[src/rtl/led_scan_pkg.sv]
// Shared types and row-timing helpers for the LED matrix scan reader.
package led_scan_pkg;

   typedef enum logic [2:0] {
      IDLE,
      FETCH,
      CAPTURE,
      SHIFT,
      LATCH,
      DWELL
   } state_t;

   // Fixed single-cycle FETCH, CAPTURE and LATCH states around each row.
   localparam int unsigned ROW_OVERHEAD = 3;

   function automatic int unsigned row_period(input int unsigned sclk_half,
                                              input int unsigned data_width,
                                              input int unsigned dwell_cycles);
      return ROW_OVERHEAD + 2 * sclk_half * data_width + dwell_cycles;
   endfunction

endpackage

[src/rtl/led_shift_out.sv]
// Serialises one row word MSB first onto sdo/sclk; a load pulse captures and starts,
// and done_c flags the final cycle of the last bit's high phase.
module led_shift_out #(
   parameter int unsigned DATA_WIDTH = 32,
   parameter int unsigned SCLK_HALF  = 2
) (
   input  logic                  clk,
   input  logic                  rst,
   input  logic                  load,
   input  logic [DATA_WIDTH-1:0] data,
   output logic                  sdo,
   output logic                  sclk,
   output logic                  done_c
);
   localparam int unsigned DIV_W = (SCLK_HALF > 1) ? $clog2(SCLK_HALF) : 1;
   localparam int unsigned BIT_W = (DATA_WIDTH > 1) ? $clog2(DATA_WIDTH) : 1;

   logic [DATA_WIDTH-1:0] shreg;
   logic [DIV_W-1:0]      div;
   logic [BIT_W-1:0]      bit_cnt;
   logic                  active;
   logic                  half_end;

   assign half_end = (div == DIV_W'(SCLK_HALF - 1));
   assign done_c   = active && sclk && half_end && (bit_cnt == BIT_W'(DATA_WIDTH - 1));
   assign sdo      = shreg[DATA_WIDTH-1];

   // Data advances on the falling sclk transition so sdo is stable for a whole period.
   always_ff @(posedge clk or posedge rst) begin
      if (rst) begin
         shreg   <= '0;
         div     <= '0;
         bit_cnt <= '0;
         active  <= 1'b0;
         sclk    <= 1'b0;
      end else if (load) begin
         shreg   <= data;
         div     <= '0;
         bit_cnt <= '0;
         active  <= 1'b1;
         sclk    <= 1'b0;
      end else if (active) begin
         if (!half_end) begin
            div <= div + DIV_W'(1);
         end else begin
            div  <= '0;
            sclk <= !sclk;
            if (sclk) begin
               if (done_c) begin
                  active <= 1'b0;
               end else begin
                  bit_cnt <= bit_cnt + BIT_W'(1);
                  shreg   <= shreg << 1;
               end
            end
         end
      end
   end

endmodule

[src/rtl/led_scan_reader.sv]
// Row-by-row LED matrix scanner: fetch a row word, shift it out, latch, then dwell lit.
// Define LED_SCAN_BLANK_EN to blank the display (o_oe_n=1) outside the dwell phase.
module led_scan_reader
   import led_scan_pkg::*;
#(
   parameter int unsigned DATA_WIDTH   = 32,
   parameter int unsigned ADDR_WIDTH   = 6,
   parameter int unsigned SCLK_HALF    = 2,
   parameter int unsigned DWELL_CYCLES = 256
) (
   input  logic                  i_clk,
   input  logic                  i_rst,
   input  logic                  i_enable,
   output logic                  o_mem_en,
   output logic                  o_mem_wr_en,
   output logic [ADDR_WIDTH-1:0] o_mem_addr,
   input  logic [DATA_WIDTH-1:0] i_mem_data,
   output logic                  o_sdo,
   output logic                  o_sclk,
   output logic                  o_latch,
   output logic                  o_oe_n,
   output logic [ADDR_WIDTH-1:0] o_row,
   output logic                  o_frame_done,
   output logic                  o_busy
);
   localparam int unsigned DWELL_W = (DWELL_CYCLES > 1) ? $clog2(DWELL_CYCLES) : 1;

   state_t                state;
   logic [ADDR_WIDTH-1:0] addr;
   logic [DWELL_W-1:0]    dwell_cnt;
   logic                  load_c;
   logic                  shift_done_c;
   logic                  last_row_c;
   logic                  dwell_last_c;

   assign load_c       = (state == CAPTURE);
   assign last_row_c   = &addr;
   assign dwell_last_c = (dwell_cnt == DWELL_W'(DWELL_CYCLES - 1));
   assign o_mem_wr_en  = 1'b0;
   assign o_mem_addr   = addr;

   led_shift_out #(
      .DATA_WIDTH (DATA_WIDTH),
      .SCLK_HALF  (SCLK_HALF)
   ) u_shift (
      .clk    (i_clk),
      .rst    (i_rst),
      .load   (load_c),
      .data   (i_mem_data),
      .sdo    (o_sdo),
      .sclk   (o_sclk),
      .done_c (shift_done_c)
   );

   // Outputs are set on the edge entering the state they belong to.
   always_ff @(posedge i_clk or posedge i_rst) begin
      if (i_rst) begin
         state        <= IDLE;
         addr         <= '0;
         dwell_cnt    <= '0;
         o_row        <= '0;
         o_latch      <= 1'b0;
         o_mem_en     <= 1'b0;
         o_frame_done <= 1'b0;
         o_busy       <= 1'b0;
         o_oe_n       <= 1'b1;
      end else begin
         o_latch      <= 1'b0;
         o_frame_done <= 1'b0;
         case (state)
            IDLE: begin
               if (i_enable) begin
                  state    <= FETCH;
                  o_mem_en <= 1'b1;
                  o_busy   <= 1'b1;
               end
            end
            FETCH: begin
               state    <= CAPTURE;
               o_mem_en <= 1'b0;
            end
            CAPTURE: state <= SHIFT;
            SHIFT: begin
               if (shift_done_c) begin
                  state   <= LATCH;
                  o_latch <= 1'b1;
                  o_row   <= addr;
               end
            end
            LATCH: begin
               state        <= DWELL;
               dwell_cnt    <= '0;
               o_oe_n       <= 1'b0;
               o_frame_done <= last_row_c && (DWELL_CYCLES == 1);
            end
            DWELL: begin
               if (dwell_last_c) begin
                  if (i_enable) begin
                     state    <= FETCH;
                     addr     <= addr + ADDR_WIDTH'(1);
                     o_mem_en <= 1'b1;
`ifdef LED_SCAN_BLANK_EN
                     o_oe_n   <= 1'b1;
`else
                     o_oe_n   <= 1'b0;
`endif
                  end else begin
                     state  <= IDLE;
                     addr   <= '0;
                     o_busy <= 1'b0;
                     o_oe_n <= 1'b1;
                  end
               end else begin
                  dwell_cnt    <= dwell_cnt + DWELL_W'(1);
                  o_frame_done <= last_row_c && (dwell_cnt == DWELL_W'(DWELL_CYCLES - 2));
               end
            end
            default: state <= IDLE;
         endcase
      end
   end

endmodule

[config.mk]
export PLATFORM = sky130hd
export DESIGN_NAME = led_scan_reader
export DESIGN_NICKNAME = d
export VERILOG_FILES = /design/src/rtl/led_scan_pkg.sv /design/src/rtl/led_shift_out.sv /design/src/rtl/led_scan_reader.sv
export SDC_FILE = /design/constraint.sdc
export NUM_CORES = 1
export LEC_CHECK = 0
export ABC_AREA = 1
export CAP_MARGIN = 20
export CELL_PAD_IN_SITES_DETAIL_PLACEMENT = 0
export CELL_PAD_IN_SITES_GLOBAL_PLACEMENT = 1
export CORE_MARGIN = 10
export CORE_UTILIZATION = 43
export DETAILED_ROUTE_END_ITERATION = 10
export GPL_TIMING_DRIVEN = 0
export PLACE_DENSITY = 0.84
export SLEW_MARGIN = 20
export SYNTH_ARGS = -nofsm -noshare
export SYNTH_HDL_FRONTEND = slang
export SYNTH_HIERARCHICAL = 1
export SYNTH_SLANG_ARGS = --single-unit
[constraint.sdc]
create_clock -name i_clk -period 2.8 [get_ports i_clk]
set_clock_uncertainty 0.1 [all_clocks]
set_input_delay 0.84 -clock i_clk [delete_from_list [all_inputs] [get_ports i_clk]]
set_output_delay 0.84 -clock i_clk [all_outputs]
set_load 0.005 [all_outputs]
==> results.json, run 1 <==
{
  "status": "complete, no violations",
  "synthCells": 414,
  "firstDrtPassIters": 4,
  "syn_nets": 454,
  "p_leak_nw": 2.05,
  "path_clk_slew_ps": 80,
  "worst_setup_path_start_kind": "register",
  "clk_path_buf_depth": 2,
  "hold_class": "reg2reg",
  "ys_top_cells_by_area": "dfrtp_1 48%, nand2_1 11%, o21ai_0 7.6%",
  "first_iter_violations": 114,
  "htreeDepth": 3,
  "period_minus_slack_ps": 2310,
  "grt_max_degree": 29,
  "rrSetupSlack_ps": 560,
  "diodes": 0,
  "crit_start": "o_oe_n",
  "die_w_um": 110,
  "nNetsFinal": 518,
  "crit_family": "flip-flops",
  "cts_tree": "yes",
  "slowest_delay_ps": 540,
  "grt.total_usage_pct": 13.5,
  "ys.flop_type": "dfrtp_1",
  "crit_path_end": "o_oe_n",
  "ys_ff_latch": 68,
  "post_synth.cell_area_avg_um2": 8.47,
  "ys_types": 31,
  "r2r_cells": 7,
  "coreArea_um2": 7850,
  "totalWireLength_um": 7730,
  "grt_antenna_before_repair": 0,
  "vias": 2864,
  "yosys_warnings": 6,
  "cts_buffers": 9,
  "r2r-end": "u_shift/shreg[8]",
  "maxCapViolations": 0,
  "synth_top_area_cell": "dfrtp_1",
  "slew_headroom_pct": 36.4,
  "area_growth_pct": 24.1,
  "rsz0062_at_grt": "no",
  "post_cts_buffers": 0,
  "setup_tns_ps": 0,
  "path_max_fanout": 2,
  "pin_count": 55,
  "reg2reg_from": "state[2]",
  "first_global_vias": 2725,
  "synth-seq-area-share_pct": 48.6,
  "avgRoutedWirePerCell_um": 13.2,
  "ctsResizeCount": 0,
  "dp_hpwl_um": 5620,
  "grt_pass1_wl_um": 13200,
  "cp.required_ps": 1860,
  "dieArea_um2": 12200,
  "finalCritPeriodShare_pct": 82.7,
  "cts_hold_buf": 0,
  "viasPerCell": 4.90,
  "synthTopCellsByCount": "102 x nand2_1, 67 x dfrtp_1, 53 x o21ai_0, 27 x nand3_1, 26 x inv_1",
  "numClockSinks": 68,
  "rows": 32,
  "power_density_nw_per_um2": 920,
  "numPortBuffers": 52,
  "drive_gt1_share_pct": 19.3,
  "cts_root_buffer": "clkbuf_8",
  "cp_slowest_cell": "dfstp_2",
  "max_slew.worst_pin.slew_ps": 947,
  "post-synth-top-count-cell": "nand2_1",
  "route.detailed.drc": 0,
  "synth_edf_count": 0,
  "max_freq_mhz": 432,
  "ant_nets": 0,
  "finalHoldViolCount": 0,
  "crit_cells": 1,
  "die_h_um": 110,
  "grt-ovfl-total": 0,
  "power.total_mw": 4.00,
  "n_fill_cell": 766,
  "path_class": "reg2out",
  "maxSlewViolCount": 0,
  "timing.critical_path.buf_inv": 1,
  "synth_top_area_share_pct": 47.8,
  "crit_chain": "clkdlybuf4s50_1",
  "setup_violations": 0,
  "gp_congestion": 0.772,
  "cp-end-kind": "output pin",
  "synth_area_um2": 3510,
  "synthArstFlopShare_pct": 100,
  "initial_core_util_pct": 44.7,
  "clk_latency_ps": 330,
  "crit_arrival_ps": 1370,
  "vdd_drop_max_v": 0.000409
}
==> final cells by class <==
| type | count | area [um2] | share of cell area, % |
|---|---|---|---|
| Inverter | 31 | 119 | 2.73 |
| Tap cell | 102 | 128 | 2.93 |
| Buffer | 19 | 128 | 2.93 |
| Multi-Input combinational cell | 296 | 1560 | 35.8 |
| Sequential cell | 68 | 1700 | 39.1 |
| Clock buffer | 11 | 151 | 3.48 |
| Clock inverter | 4 | 25.0 | 0.575 |
| Timing Repair Buffer | 53 | 541 | 12.4 |
==> power by group <==
group | internal (mW) | leakage [nW] | switching (mW)
clock network | 0.362 | 0.0872 | 0.364
logic | 0.778 | 1.12 | 1.03
registers | 1.30 | 0.848 | 0.163
total | 2.44 | 2.05 | 1.56
==> stage by stage <==
| step | area (um2) | hold slack (ps) | worst slack [ps] | instances | util [%] |
|---|---|---|---|---|---|
| 2_1_floorplan | 3510 | 336 | 942 | 414 | - |
| 3_3_place_gp | 4160 | 351 | -31.4 | 568 | 52.9 |
| 3_5_place_dp | 4180 | 359 | 579 | 569 | 53.2 |
| 4_1_cts | 4350 | 375 | 461 | 584 | 55.5 |
| 5_1_grt | 4350 | 403 | 335 | 584 | 55.5 |
| 6_report | 4350 | 368 | 486 | 584 | 55.5 |
==> layout by cell type (no fill, tap or decap) <==
| master | instances |
|---|---|
| clkinvlp_4 | 2 |
| inv_1 | 24 |
| nand2_1 | 102 |
| o21ai_2 | 11 |
| ha_1 | 5 |
| inv_4 | 1 |
| nor2_8 | 1 |
| nor2_1 | 12 |
| clkdlybuf4s50_1 | 52 |
| clkbuf_2 | 2 |
| o21ai_0 | 53 |
| conb_1 | 1 |
| nand3b_1 | 2 |
| or2_2 | 25 |
| clkbuf_1 | 3 |
| clkbuf_8 | 11 |
| buf_2 | 7 |
| o21bai_1 | 1 |
| clkinv_2 | 2 |
| nand2_2 | 5 |
| nor2_4 | 4 |
| o21ai_1 | 21 |
| buf_12 | 1 |
| buf_4 | 2 |
| nand4_1 | 3 |
| nand2_4 | 3 |
| dfrtp_1 | 67 |
| nand3_1 | 27 |
| buf_6 | 5 |
| a21boi_0 | 7 |
| dfstp_2 | 1 |
| inv_2 | 6 |
| nor2_2 | 3 |
| nand3_4 | 1 |
| nor3_1 | 3 |
| a21oi_1 | 6 |
==> cells by family after synthesis <==
kind of cell	Yosys count	share of synthesized area [%]
other cells	1	0.107
compound gates	99	15.9
buf+inv	50	7.03
simple gates	191	26.6
flops	68	48.6
fa+ha+maj	5	1.78
==> sequential cells by signal, indices dropped and copies added (netlist names) <==
| name | count |
|---|---|
| o_busy | 1 |
| dwell_cnt | 8 |
| o_frame_done | 1 |
| u_shift/shreg | 32 |
| u_shift/sclk | 1 |
| o_row | 6 |
| o_mem_en | 1 |
| o_latch | 1 |
| state | 3 |
| u_shift/div | 1 |
| o_oe_n | 1 |
| u_shift/active | 1 |
| u_shift/bit_cnt | 5 |
| o_mem_addr | 6 |
==> how the worst min path moves through the flow <==
stage                      startpoint                 to  slack (ps)  cells after the start
floorplan            u_shift/shreg[0]   u_shift/shreg[0]         340                      2
global placement     u_shift/shreg[0]   u_shift/shreg[0]         350                      2
detailed placement   u_shift/shreg[0]   u_shift/shreg[0]         360                      2
CTS                  u_shift/shreg[0]   u_shift/shreg[0]         380                      2
global route        u_shift/shreg[10]  u_shift/shreg[10]         400                      2
finish               u_shift/shreg[0]   u_shift/shreg[0]         370                      2
==> metal layers <==
layer / global-route usage (%) / wire, um / up-vias
li1: - / - / 1477
met4: 5.23 / 85 / 0
met5: 0 / 0 / -
met2: 19.6 / 3530 / 53
met3: 3.02 / 394 / 7
met1: 19.1 / 3730 / 1327
(Power assumes the default switching activity.)
==> run 2, diff against run 1 <==
CORE_UTILIZATION = 36   (was 43)
PLACE_DENSITY = 0.75   (was 0.84)
clock period = 1.89 ns   (was 2.8 ns; I/O delays follow)
==> run 2 against run 1 <==
Power increased by 79%. Critical path type unchanged. Cell count increased by 8.2%. Sequential power increased by 48%. Sequential share of layout area decreased by 3.7 points. Non-clock buffer count increased by 20. Critical path depth unchanged. Largest power group unchanged. First-iteration DRC count increased by 53%. Utilization decreased by 4.0 points. Die area increased by 16%.
==> results.json, run 2 (synthesis results as in run 1) <==
{
  "status": "complete, no violations",
  "layout_common_cells": "93 x nand2_1, 64 x dfrtp_1, 53 x o21ai_0",
  "die_h_um": 119,
  "whs_ps": 371,
  "slowest_delay_ps": 490,
  "finalHoldViolCount": 0,
  "rsz0062_at_grt": "yes",
  "p_leak_nw": 2.35,
  "diodes": 0,
  "setup_violations": 0,
  "numPortBuffers": 52,
  "clk_latency_ps": 350,
  "grt.total_usage_pct": 12.1,
  "totalWireLength_um": 8480,
  "nNetsFinal": 538,
  "rows": 35,
  "finalCritPeriodShare_pct": 96.8,
  "cp-end-kind": "output pin",
  "numClockSinks": 68,
  "cts_buffers": 9,
  "pin_count": 55,
  "setup_tns_ps": 0,
  "first_iter_violations": 174,
  "vdd_drop_max_v": 0.000704,
  "path_clk_slew_ps": 80,
  "vias": 2981,
  "reg.largest.list": "u_shift/shreg (32), dwell_cnt (8)",
  "cp.required_ps": 1220,
  "firstDrtPassIters": 4,
  "htreeDepth": 3,
  "first_global_vias": 2940,
  "maxSlewViolCount": 0,
  "clk_path_buf_depth": 2,
  "gp_congestion": 0.787,
  "cts_hold_buf": 0,
  "largest_reg_flops": 32,
  "slew_headroom_pct": 59.5,
  "coreArea_um2": 9370,
  "cts_tree": "yes",
  "post-place-ws_ps": -294,
  "final_common_cell": "nand2_1",
  "power_density_nw_per_um2": 1490,
  "hold_class": "reg2reg",
  "crit_arrival_ps": 1160,
  "timing.critical_path.buf_inv": 1,
  "grt_antenna_before_repair": 0,
  "grt_max_degree": 29,
  "stdcell_count": 632,
  "die_w_um": 119,
  "dieArea_um2": 14100,
  "grt_pass1_wl_um": 14300,
  "max_freq_mhz": 547,
  "path_class": "reg2out",
  "crit_family": "buffers and inverters",
  "max_slew.worst_pin.slew_ps": 607,
  "power.total_mw": 7.18,
  "path_max_fanout": 1,
  "dp_hpwl_um": 5840,
  "viasPerCell": 4.72,
  "crit_chain": "clkdlybuf4s50_1",
  "dp.cells": 596,
  "maxCapViolations": 0,
  "worst_setup_path_start_kind": "register",
  "largest_register": "u_shift/shreg",
  "period_minus_slack_ps": 1830,
  "avgRoutedWirePerCell_um": 13.4,
  "area_growth_pct": 37.5,
  "cts_root_buffer": "clkbuf_8",
  "initial_core_util_pct": 37.4,
  "ant_nets": 0,
  "grt-ovfl-total": 0,
  "setup_slack_ps": 60.4,
  "drive_gt1_share_pct": 26.8,
  "cp_slowest_cell": "clkdlybuf4s50_1",
  "route.detailed.drc": 0
}
[run 2: metal layers]
| layer | vias up | global-route usage (%) | share of wire (%) |
|---|---|---|---|
| li1 | 1518 | - | - |
| met1 | 1410 | 15.4 | 47 |
| met2 | 42 | 19.4 | 49 |
| met3 | 11 | 1.90 | 2.2 |
| met4 | 0 | 6.03 | 1.8 |
| met5 | - | 0 | 0 |
[run 2: metrics by stage]
step	instance area [um2]	utilization, %
5_1_grt	4820	51.4
4_1_cts	4640	49.5
6_report	4820	51.4
3_5_place_dp	4210	44.9
2_1_floorplan	3510	-
3_3_place_gp	4190	44.7
[run 2: tightest hold or removal path, delay by kind of cell (launching register included)]
family | cells | cell delay [ps]
flip-flops | 1 | 340
AND/OR/NAND/NOR | 2 | 110
[run 2: final timing paths]
path | startpoint | end | slack, ps | depth (start not counted)
max | o_frame_done | o_frame_done | 60 | 1
min | u_shift/shreg[0] | u_shift/shreg[0] | 370 | 2
max reg2reg | u_shift/bit_cnt[1] | u_shift/shreg[9] | 70 | 12
min reg2reg | u_shift/shreg[0] | u_shift/shreg[0] | 370 | 2
max in group asynchronous | i_rst | o_mem_addr[0] | 690 | 2
min in group asynchronous | i_rst | u_shift/shreg[21] | 460 | 2
[run 2: final cells by class]
cell class	count	area (um2)
Fill cell	893	4550
Multi-Input combinational cell	296	1640
Tap cell	129	161
Clock buffer	10	138
Buffer	19	148
Sequential cell	68	1710
Clock inverter	6	159
Inverter	31	121
Timing Repair Buffer	73	743
[run 2: where the power goes]
part | switching, mW | internal, mW
Combinational | 1.70 | 1.54
Clock | 0.572 | 1.18
Sequential | 0.252 | 1.93
[run 2: repair_timing]
item | 4_1_cts | 5_1_grt
endpoints found under the setup margin | 61 | 53
pin swaps | 1 | 7
gates resized for setup | 26 | 28
gates cloned | 0 | 2
buffers inserted | 12 | 6
